## src/rtl/seq_fsm_q3_core.sv

```systemverilog
// seq_fsm_q3_core: five-state sequence FSM with state load, z-entry pulse,
// saturating entry counter and sticky illegal-load/illegal-state flag.
module seq_fsm_q3_core #(
  parameter int CNT_W = 8
) (
  input  logic             clk,
  input  logic             areset_n,
  input  logic             in_valid,
  input  logic             x,
  input  logic             load,
  input  logic [2:0]       load_state,
  input  logic             cnt_clr,
  input  logic             err_clr,
  output logic [2:0]       y,
  output logic             z,
  output logic             z_rise,
  output logic [CNT_W-1:0] z_count,
  output logic             err
);
  logic [2:0]       r_y, w_y_nxt, w_adv;
  logic             r_z_rise, r_err;
  logic [CNT_W-1:0] r_cnt;
  logic             w_bad_load, w_bad_state, w_err_set, w_z_nxt, w_rise;

  always_ff @(posedge clk or negedge areset_n)
    if (!areset_n) r_y <= 3'd0;
    else           r_y <= w_y_nxt;

  always_comb begin
    w_adv = 3'd0;
    case (r_y)
      3'd0:    w_adv = x ? 3'd1 : 3'd0;
      3'd1:    w_adv = x ? 3'd4 : 3'd1;
      3'd2:    w_adv = x ? 3'd1 : 3'd2;
      3'd3:    w_adv = x ? 3'd2 : 3'd1;
      3'd4:    w_adv = x ? 3'd4 : 3'd3;
      default: w_adv = 3'd0;
    endcase
    w_bad_load  = load && load_state > 3'd4;
    w_bad_state = !load && r_y > 3'd4;
    w_y_nxt     = load ? (w_bad_load ? 3'd0 : load_state) :
                  w_bad_state ? 3'd0 : in_valid ? w_adv : r_y;
  end

  // z is decoded from the current state; the pulse looks one edge ahead
  always_comb begin
    z         = r_y == 3'd3 || r_y == 3'd4;
    w_z_nxt   = w_y_nxt == 3'd3 || w_y_nxt == 3'd4;
    w_rise    = !z && w_z_nxt;
    w_err_set = w_bad_load || w_bad_state;
  end

  always_ff @(posedge clk or negedge areset_n)
    if (!areset_n) begin
      r_z_rise <= 1'b0;
      r_cnt    <= '0;
      r_err    <= 1'b0;
    end else begin
      r_z_rise <= w_rise;
      r_cnt    <= cnt_clr ? '0 : (w_rise && !(&r_cnt)) ? r_cnt + 1'b1 : r_cnt;
      r_err    <= w_err_set ? 1'b1 : err_clr ? 1'b0 : r_err;
    end

  assign y       = r_y;
  assign z_rise  = r_z_rise;
  assign z_count = r_cnt;
  assign err     = r_err;
endmodule

```

## config.mk

```make
export PLATFORM = sky130hd
export DESIGN_NAME = seq_fsm_q3_core
export DESIGN_NICKNAME = d
export VERILOG_FILES = /design/src/rtl/seq_fsm_q3_core.sv
export SDC_FILE = /design/constraint.sdc
export NUM_CORES = 1
export LEC_CHECK = 0
export BUFFER_PORTS_ARGS = -buffer_cell sky130_fd_sc_hd__buf_2
export CAP_MARGIN = 10
export CORE_MARGIN = 3
export CORE_UTILIZATION = 50
export DETAILED_ROUTE_END_ITERATION = 10
export GPL_TIMING_DRIVEN = 0
export PLACE_DENSITY = 0.77
export SLEW_MARGIN = 20
export SYNTH_ARGS = -nofsm -noshare
export SYNTH_HDL_FRONTEND = slang
export SYNTH_SLANG_ARGS = --single-unit
```

## constraint.sdc

```tcl
create_clock -name clk -period 2.94 [get_ports clk]
set_clock_uncertainty 0.1 [all_clocks]
set_input_delay 0.441 -clock clk [delete_from_list [all_inputs] [get_ports clk]]
set_output_delay 0.441 -clock clk [all_outputs]
set_load 0.03 [all_outputs]
```

### Yosys cells after proc, flatten, opt, wreduce, memory -nomap -nowiden

Cells that the tools add are included.

* register bits after elaboration: 13
* bits of input ports: 10
* output and inout bits: 14
* logic and storage cells: 41

* $add $sub $neg: 1
* $lt $le $gt $ge: 2
* eq/ne operators: 6
* muxes and demuxes: 14
* reduce and logical (&&, ||, !) cells: 14

Operators with widths (number)
* 3-bit 2-to-1 mux: 6
* 8-bit 2-to-1 mux: 2
* 3-bit one-hot mux with 5 select lines: 1
* 3-bit by 2-bit == test with 1-bit output (second input constant): 3
* 8-bit by 1-bit adder with 8-bit output (second input constant): 1
* 8-bit AND reduction: 1
* 3-bit == test (second input constant): 2
* 3-bit greater-than comparator (second input constant): 2
* 1-bit logical AND: 4
* 2-bit 2-to-1 mux: 2
* 2-bit nonzero test: 2
* 3-bit by 1-bit == test with 1-bit output (second input constant): 1
* 1-bit logical NOT: 3
* 3-bit logical NOT: 1
* 1-bit logical OR: 3
* 1-bit 2-to-1 mux: 3

### Depth between registers and ports, before layout

Gate-level depths: netlist of the first run.

* word-level depth: 11
* depth in mapped cells: 8
* gate-level depth less buffers: 6

### Least setup slack after synthesis of the first run

OpenSTA, ideal clock, no wires.

* path type: reg2reg
* from: register r_y[2], in the netlist y[2]
* to: register r_cnt[6], in the netlist z_count[6]
* library setup time: 0.078 ns
* arrival time: 2.131 ns
* required time: 2.762 ns
* setup slack: 0.631 ns
* stages on the path, launching flop included: 8
* buffers on the path: 1
* period minus slack after synthesis: 2.309 ns
* cell sequence: dfrtp_1 > buf_4 > or4b_1 > o32ai_1 > a31o_2 > o211ai_4 > or4_1 > a21oi_1

* longest elaborated chain between the ends: 10
* elaborated cells on any way between the ends: 19
* classes of those cells: order compare: 1; eq/ne: 6; mux: 4; reduce/logical: 8

Ends and longest elaborated chain
* start, declared: line 20 `logic [2:0] r_y, w_y_nxt, w_adv;`
* start signal, assigned: line 27 `else r_y <= w_y_nxt;`
* 3-bit == test, or another cell as far along: line 31 `case (r_y)`
* 3-bit one-hot mux with 5 select lines: line 31
* 3-bit 2-to-1 mux: line 42 `w_bad_state ? 3'd0 : in_valid ? w_adv : r_y;`
* 3-bit 2-to-1 mux *: line 42
* 3-bit 2-to-1 mux *: line 41 `w_y_nxt = load ? (w_bad_load ? 3'd0 : load_state) :`
* net w_y_nxt[2]: line 20
* 3-bit by 2-bit == test with 1-bit output / 3-bit == test (equally long branches): line 48 `w_z_nxt = w_y_nxt == 3'd3 || w_y_nxt == 3'd4;`
* 1-bit logical OR *: line 48
* 1-bit logical AND *: line 49 `w_rise = !z && w_z_nxt;`
* 1-bit logical AND *: line 60 `r_cnt <= cnt_clr ? '0 : (w_rise && !(&r_cnt)) ? r_cnt + 1'b1 : r_cnt;`
* 2-bit nonzero test (no line) *
* end signal, assigned: line 60
* end, declared: line 22 `logic [CNT_W-1:0] r_cnt;`

The timed path passes the listed nets; every way through them passes the cells marked *.
A chain may end at the register's enable or synchronous reset.

### Final worst setup path of the first run

* from: register r_y[0], in the netlist y[0]
* to: register r_cnt[6], in the netlist z_count[6]

The elaborated chain is that of the path after synthesis.

==> run metrics, run 1 <==
status=complete, no violations; Initial Util=0.548; Crit Path Category=register to register; RSZ-0062 raised after global routing=no; Diodes inserted=0; layout cells sized above 1=0.294; Reg clk slew, reported paths=around 0.090 ns; Post-synth EDFFs=0; WL/cell=roughly 13 um; Yosys reg bits=13; setup bufs post-CTS=0; headroom to the max-slew limit=0.642; most common cell after layout, fill and taps aside=buf_2; critical-path maximum fanout=10; Pre-antenna DRT Iters=4; ys async rst share=1.00; CTS tree=yes; die area=approximately 0.0022 sq mm; initial antenna violation count=0; uppermost layer routed=met4; IO Port Bufs=22; DRC=0; Setup-failing EPs final=0; clock buffer depth=2; Die H=approximately 47 um; Placed Area=~1000 sq um; final hold vios=0; first-pass GRT wire length=about 2900 um; period utilization=0.769; number of vias per cell=just under 6; maxcap violations=0; Syn Area/Cell=between 9 and 10 sq um; Synth Instances=92; static leakage=approximately 0.00047 uW; fillers=between 100 and 150; Post-Syn Nets=slightly above 100; fin area=slightly above 0.001 sq mm; Root Driver=clkbuf_4; most frequent cells in the layout=buf_2, dfrtp_1, nor2_1, nand2_1; ys flop type=dfrtp_1; WL final=~1800 um; DRT iter0 DRCs=18; Setup crit start kind=register; Post-Syn Area=around 840 sq um; M1 WL=between 800 and 900 um; max-slew violation count=0; met2 WL=~800 um; P&R area growth vs syn=19.9%; FF-to-FF End=z_count[6]; worst vdd ir=just over 0.0003 V; Setup crit end=z_count[6]; worst hold path depth=3; CP endpoint kind=register; clk sink count=13; R2R setup slack=slightly below 0.7 ns; Seq/Total Area, Yosys=0.385; library cells used by synthesis=39; core area=about 0.0015 sq mm; number of synthesis warnings=0; remaining global-route overflow=0; total number of vias=802; FF-to-FF Start=y[0]; largest net degree at the start of global routing=14; chip width=about 47 um; Detail Placement HPWL=about 1300 um; vias in the first global route=approximately 690; row count=14; Inserted Clock Buffers=3; final net count=between 100 and 150; Setup TNS=0 ns; CP Launch Point=y[0]; final design utilization=0.657; CTS H-tree depth=1; Worst Path Required=between 3 and 4 ns; HP Class=primary input to register; Critical Path AT=approximately 2.4 ns; Tmin final=~2.3 ns; f_max=roughly 440 MHz; worst-margin pin slew=0.534 ns; WHS=roughly 0.35 ns; FF-to-FF path depth=7; RD Place Congestion=0.794; GRT Total Usage=0.190; Top Ports=24; Post-DRT Antenna Nets=0; met3 WL=just under 100 um; clock latency on the worst-skew pair=about 0.29 ns; pwr dens=437 mW/mm^2
## where the power goes
group,switching (uW),internal (uW)
clock network,63.4,50.6
registers,8.38,190
logic,82.8,47.0
## cell type report
class	count	area, sq um	share of cell area
clock buffer	3	22.5	0.0222
clock inverter	1	5.00	0.00494
tap	16	20.0	0.0198
buffer	5	30.0	0.0297
sequential	13	325	0.321
inverter	4	15.0	0.0148
timing repair buffer	23	120	0.119
multi-input combinational	70	474	0.468
## synthesized netlist by cell type, drive strengths merged (3+ instances only)
| cell type | n | share of area |
|---|---|---|
| nor2 | 8 | 0.036 |
| or3 | 3 | 0.022 |
| nor2b | 3 | 0.022 |
| inv | 4 | 0.018 |
| nand2 | 7 | 0.031 |
| dfrtp | 13 | 0.39 |
| buf | 3 | 0.027 |
| o31ai | 3 | 0.027 |
| nand3b | 4 | 0.036 |
| o21ai | 5 | 0.030 |
| a21oi | 5 | 0.030 |
| o211ai | 3 | 0.043 |
## cells by family after synthesis
group | Yosys count | synth area share
and+or+nand+nor | 41 | 0.282
AOI/OAI and AO/OA | 26 | 0.239
DFF | 13 | 0.385
buffers and inverters | 9 | 0.0533
muxes | 2 | 0.0267
adders and majority gates | 1 | 0.0148
## critical path, stage by stage (launching register included)
cell,delay (ns)
dfrtp_1,0.36
clkbuf_1,0.31
a21boi_0,0.15
o31ai_1,0.29
or2_2,0.21
o211ai_4,0.10
or4_1,0.51
a21oi_1,0.16
## what timing repair did
item                                   4_1_cts  5_1_grt
hold buffers                                 1        0
endpoints found under the hold margin       13        0
resized for setup                            0        0
## layer usage
layer / vias up / GRT usage
met5: - / 0
met4: 0 / 0.0939
met3: 5 / 0.0575
met2: 22 / 0.268
met1: 379 / 0.262
li1: 396 / -
## worst min path at each step
stage / to / start
3_5_place_dp: z_count[7] / areset_n
6_report: err / load_state[1]
4_1_cts: err / load_state[1]
5_1_grt: err / load_state[1]
2_1_floorplan: err / areset_n
3_3_place_gp: z_count[5] / areset_n
## state kept, by name (all words and copies together) (netlist names)
name / count
y: 3
err: 1
z_rise: 1
z_count: 8
## stage by stage
step	total power, uW	setup slack (ns)	cells
final	442	0.679	135
after global routing	470	0.515	135
after CTS	449	0.673	135
after detailed placement	332	0.569	130
after global placement	328	0.545	130
after floorplan	293	0.631	92
Power figures use the tool's default switching activity.
==> inputs of run 2 (changes only) <==
- CORE_UTILIZATION: 50 -> 45
- PLACE_DENSITY: 0.77 -> 0.73
- clock period: 2.94 -> 1.9 ns (I/O delays scaled with it)
==> run 2 against run 1 <==
  * The flow now finishes with violations (negative setup slack)
  * Critical path depth unchanged
  * Count of clock-buffer cells in the layout up 1
  * Cell area grew 16%
  * Utilization increased by 1.4 points
  * First-iteration DRC count shrank 67%
  * Non-clock buffer count rose by 6
  * Critical path type unchanged
==> run metrics, run 2 (synthesized netlist as in run 1, its figures left out) <==
max-slew violation count=0; f_max=464 MHz; vias in the first global route=748; Initial Util=0.484; CTS tree=yes; total number of vias=about 840; Top Ports=24; CP endpoint kind=register; crit-path cells=or4b_4 > o32ai_2 > a31o_2 > o211ai_4 > buf_6 > or3_4 > a21oi_2; worst vdd ir=around 0.00047 V; Setup-failing EPs final=8; GRT Total Usage=0.178; status=complete, but fails checks; Crit Path Category=register to register; fillers=roughly 150; worst-margin pin slew=around 0.49 ns; Tmin final=between 2 and 2.5 ns; Placed Area=approximately 0.0010 sq mm; fin area=around 0.0012 sq mm; Largest register FFs=8; critical-path maximum fanout=5; Inserted Clock Buffers=3; period utilization=1.13; DRC=0; IO Port Bufs=22; final net count=137; Top delay family on crit path=simple AND/OR/NAND/NOR gates; headroom to the max-slew limit=0.675; WL/cell=about 14 um; clock latency on the worst-skew pair=between 0.2 and 0.3 ns; Detail Placement HPWL=about 1400 um; most common cell after layout, fill and taps aside=buf_2; die area=0.00243 sq mm; Finished Layout Cells=150; RD Place Congestion=0.830; Root Driver=clkbuf_4; Critical Path AT=~2.3 ns; Worst Path Required=2.00 ns; Die H=approximately 50 um; number of vias per cell=5.58; final design utilization=0.671; CP bufs+invs=1; CP peak stage delay=around 0.49 ns; Diodes inserted=0; RSZ-0062 raised after global routing=yes; remaining global-route overflow=0; clock buffer depth=2; pwr dens=632 mW/mm^2; most frequent cells in the layout=buf_2, dfrtp_1, buf_4, nand2_1, nor2_1; clk sink count=13; initial antenna violation count=0; CTS H-tree depth=1; R2R setup slack=-0.26 ns; Placed Cells=around 140; HP Class=primary input to register; core area=0.00175 sq mm; P&R area growth vs syn=38.7%; layout cells sized above 1=0.480; Final WS setup=-0.256 ns; largest net degree at the start of global routing=14; maxcap violations=0; chip width=about 50 um; Critical Path Slowest Stage Cell=or4b_4; Reg clk slew, reported paths=approximately 0.080 ns; Post-DRT Antenna Nets=0; first-pass GRT wire length=approximately 3400 um; row count=15; Setup crit start kind=register; Pre-antenna DRT Iters=4; static leakage=between 0.0005 and 0.0006 uW; final hold vios=0; WL final=about 2100 um; DRT iter0 DRCs=6; failing checks=negative setup slack
run 2: metrics by stage:
step	setup slack [ns]	setup TNS [ns]	hold slack (ns)	power [uW]
global placement	-0.275	-1.84	0.0822	521
detailed placement	-0.300	-2.06	0.0883	529
floorplan	-0.246	-1.58	-0.111	466
global route	-0.326	-2.40	0.248	787
finish	-0.256	-1.62	0.224	740
CTS	-0.244	-1.57	0.211	737
run 2: area by class of cell:
cell class | instances | area (sq um) | share of cell area
buffer | 4 | 26.3 | 0.0224
clock buffer | 4 | 26.3 | 0.0224
inverter | 4 | 15.0 | 0.0128
multi-input combinational | 70 | 567 | 0.484
sequential | 13 | 329 | 0.281
tap | 25 | 31.3 | 0.0267
timing repair buffer | 30 | 176 | 0.151
run 2: worst min-delay path: stages:
cell and delay (ns):
buf_2 0.11, o211ai_1 0.08, o311ai_0 0.09
run 2: final timing paths:
path,startpoint,end,cells after the start
worst min-delay path,load_state[1],err,3
min in group asynchronous,areset_n,z_count[2],2
worst max-delay path,y[1],z_count[2],7
worst max register to register,y[1],z_count[2],7
max in group asynchronous,areset_n,y[0],2
worst min register to register,err,err,2
run 2: timing repair:
item,CTS,global route
resized for setup,9,12
setup buffers,5,1
pin swaps,4,3
hold endpoints to repair,13,0
cloned,1,0
endpoints found under the setup margin,10,10
hold buffers,1,0
run 2: metal layers:
layer | track usage | share of wire
met5 | 0 | 0
met1 | 0.243 | 0.47
met2 | 0.277 | 0.49
met3 | 0.0489 | 0.040
met4 | 0.0427 | 0.0057
run 2: report_power, final:
part	total [uW]	switching (uW)	internal [uW]
clock network	172	90.9	81.5
registers	312	16.4	296
logic	256	150	105
total	740	257	482
==> inputs of run 3 (changes only) <==
- CELL_PAD_IN_SITES_DETAIL_PLACEMENT: default -> 1
- CELL_PAD_IN_SITES_GLOBAL_PLACEMENT: default -> 1
- CORE_UTILIZATION: 45 -> 33
- PLACE_DENSITY: 0.73 -> default
- PLACE_DENSITY_LB_ADDON: default -> 0.1
- SLEW_MARGIN: 20 -> 15
==> run 3 against run 2 <==
  * The flow still finishes with violations (negative setup slack)
  * Clock power increased by 2%
  * Sequential power about the same
  * First-iteration DRC count grew 130%
  * Critical path type unchanged
==> run metrics, run 3 (synthesized netlist as in run 1, its figures left out) <==
max-slew violation count=0; first-pass GRT wire length=4160 um; Final WS setup=-0.270 ns; final hold vios=0; Critical Path Slowest Stage Cell=dfrtp_2; Root Driver=clkbuf_4; Initial Util=0.364; WL final=between 2000 and 2500 um; sw frac=0.352; Crit Path Category=register to register; fillers=about 280; GR peak layer=met2; failing checks=negative setup slack; GRT met1 Usage=0.230; Placed Area=a little over 0.001 sq mm; P&R area growth vs syn=41.8%; Placed Cells=between 100 and 150; CP endpoint kind=register; Die H=56.6 um; maxcap violations=0; layout cells sized above 1=0.468; Logic pwr share=0.357; chip width=between 50 and 60 um; Largest register FFs=8; routing usage on met2=0.243; crit-path cells=buf_4 > nand2b_4 > a2111oi_4 > or2_4 > o211ai_4 > buf_6 > or3b_4 > a21oi_2; WL/cell=between 15 and 20 um; grt met3 use=0.0506; Setup-failing EPs final=9; RD Place Congestion=0.704; clk sink count=13; Top delay family on crit path=simple AND/OR/NAND/NOR gates; Pre-antenna DRT Iters=2; Top Ports=24; fin area=around 0.0012 sq mm; Inserted Clock Buffers=3; GRT Total Usage=0.162; Setup crit start kind=register; multi-input logic area=573 sq um; most frequent cells in the layout=buf_2, dfrtp_1, buf_4, nand2_1, nor2_1; clock latency on the worst-skew pair=about 0.28 ns; critical-path maximum fanout=7; pwr dens=633 mW/mm^2; Net Switching=about 270 uW; IO Port Bufs=22; most common cell after layout, fill and taps aside=buf_2; Tmin final=approximately 2.2 ns; final design utilization=0.516; period utilization=1.14; register area=~330 sq um; Diodes inserted=0; total number of vias=845; status=complete, but fails checks; clock share of power=0.232; clock buffer depth=2; row count=17; Reg clk slew, reported paths=roughly 0.080 ns; Finished Layout Cells=154; CTS tree=yes; initial antenna violation count=0; worst vdd ir=around 0.00044 V; Overall Power=between 700 and 800 uW; RSZ-0062 raised after global routing=yes; final net count=about 140; CP bufs+invs=2; worst-margin pin slew=0.510 ns; Post-DRT Antenna Nets=0; DRT iter0 DRCs=14; cell internal pwr=about 490 uW; die area=between 0.003 and 0.004 sq mm; HP Class=primary input to register; CP peak stage delay=around 0.46 ns; Critical Path AT=between 2 and 2.5 ns; Sequential Power Share=0.411; core area=about 0.0023 sq mm; remaining global-route overflow=0; vias in the first global route=897; Setup TNS=-1.69 ns; static leakage=approximately 0.00053 uW; number of vias per cell=5.49; largest net degree at the start of global routing=14; DRC=0; Worst Path Required=around 2.0 ns; Detail Placement HPWL=1650 um; R2R setup slack=-0.27 ns; headroom to the max-slew limit=0.660; CTS H-tree depth=1; f_max=~460 MHz
## run 3: power by group through the flow
stage	combinational, uW	clock (uW)	sequential, uW
after floorplan	113	0	352
after CTS	252	180	309
after global routing	292	205	314
after global placement	210	0	316
after detailed placement	217	0	317
final	271	176	312
## run 3: area by class of cell
class                           instances  share of cell area
Multi-Input combinational cell         70               0.479
Sequential cell                        13               0.275
Clock buffer                            4              0.0219
Inverter                                4              0.0125
Buffer                                  4              0.0272
Timing Repair Buffer                   31               0.156
Tap cell                               28              0.0293
## run 3: timing repair
action                                  in CTS  in global routing
endpoints found under the hold margin       13                  0
endpoints found under the setup margin      10                 10
pin swaps                                    5                  7
cloned                                       1                  0
hold buffers                                 1                  0
setup buffers                                5                  2
gates resized for setup                      7                 14
## run 3: layer usage
metal,up-vias,part of all wire
met4,0,0.0087
met3,2,0.046
met5,-,0
met1,422,0.46
li1,405,-
met2,16,0.48
## run 3: per-stage QoR
step	worst slack (ns)	hold slack, ns
2_1_floorplan	-0.246	-0.111
3_3_place_gp	-0.321	0.0921
3_5_place_dp	-0.345	0.0953
4_1_cts	-0.268	0.251
5_1_grt	-0.371	0.243
6_report	-0.270	0.246
## run 3: worst paths after layout
check,startpoint,to,cells past startpoint
min in group asynchronous,areset_n,z_count[1],2
worst max-delay path,y[2],z_count[1],8
max in group asynchronous,areset_n,y[1],2
worst min-delay path,load_state[1],err,3
worst min register to register,z_count[6],z_count[6],2
worst max register to register,y[2],z_count[1],8
## run 3: worst reg2reg max path, cell delays in order (launching register included)
cell and delay (ns):
dfrtp_2 0.46, buf_4 0.15, nand2b_4 0.15, a2111oi_4 0.31, or2_4 0.20, o211ai_4 0.11, buf_6 0.15, or3b_4 0.36
a21oi_2 0.11
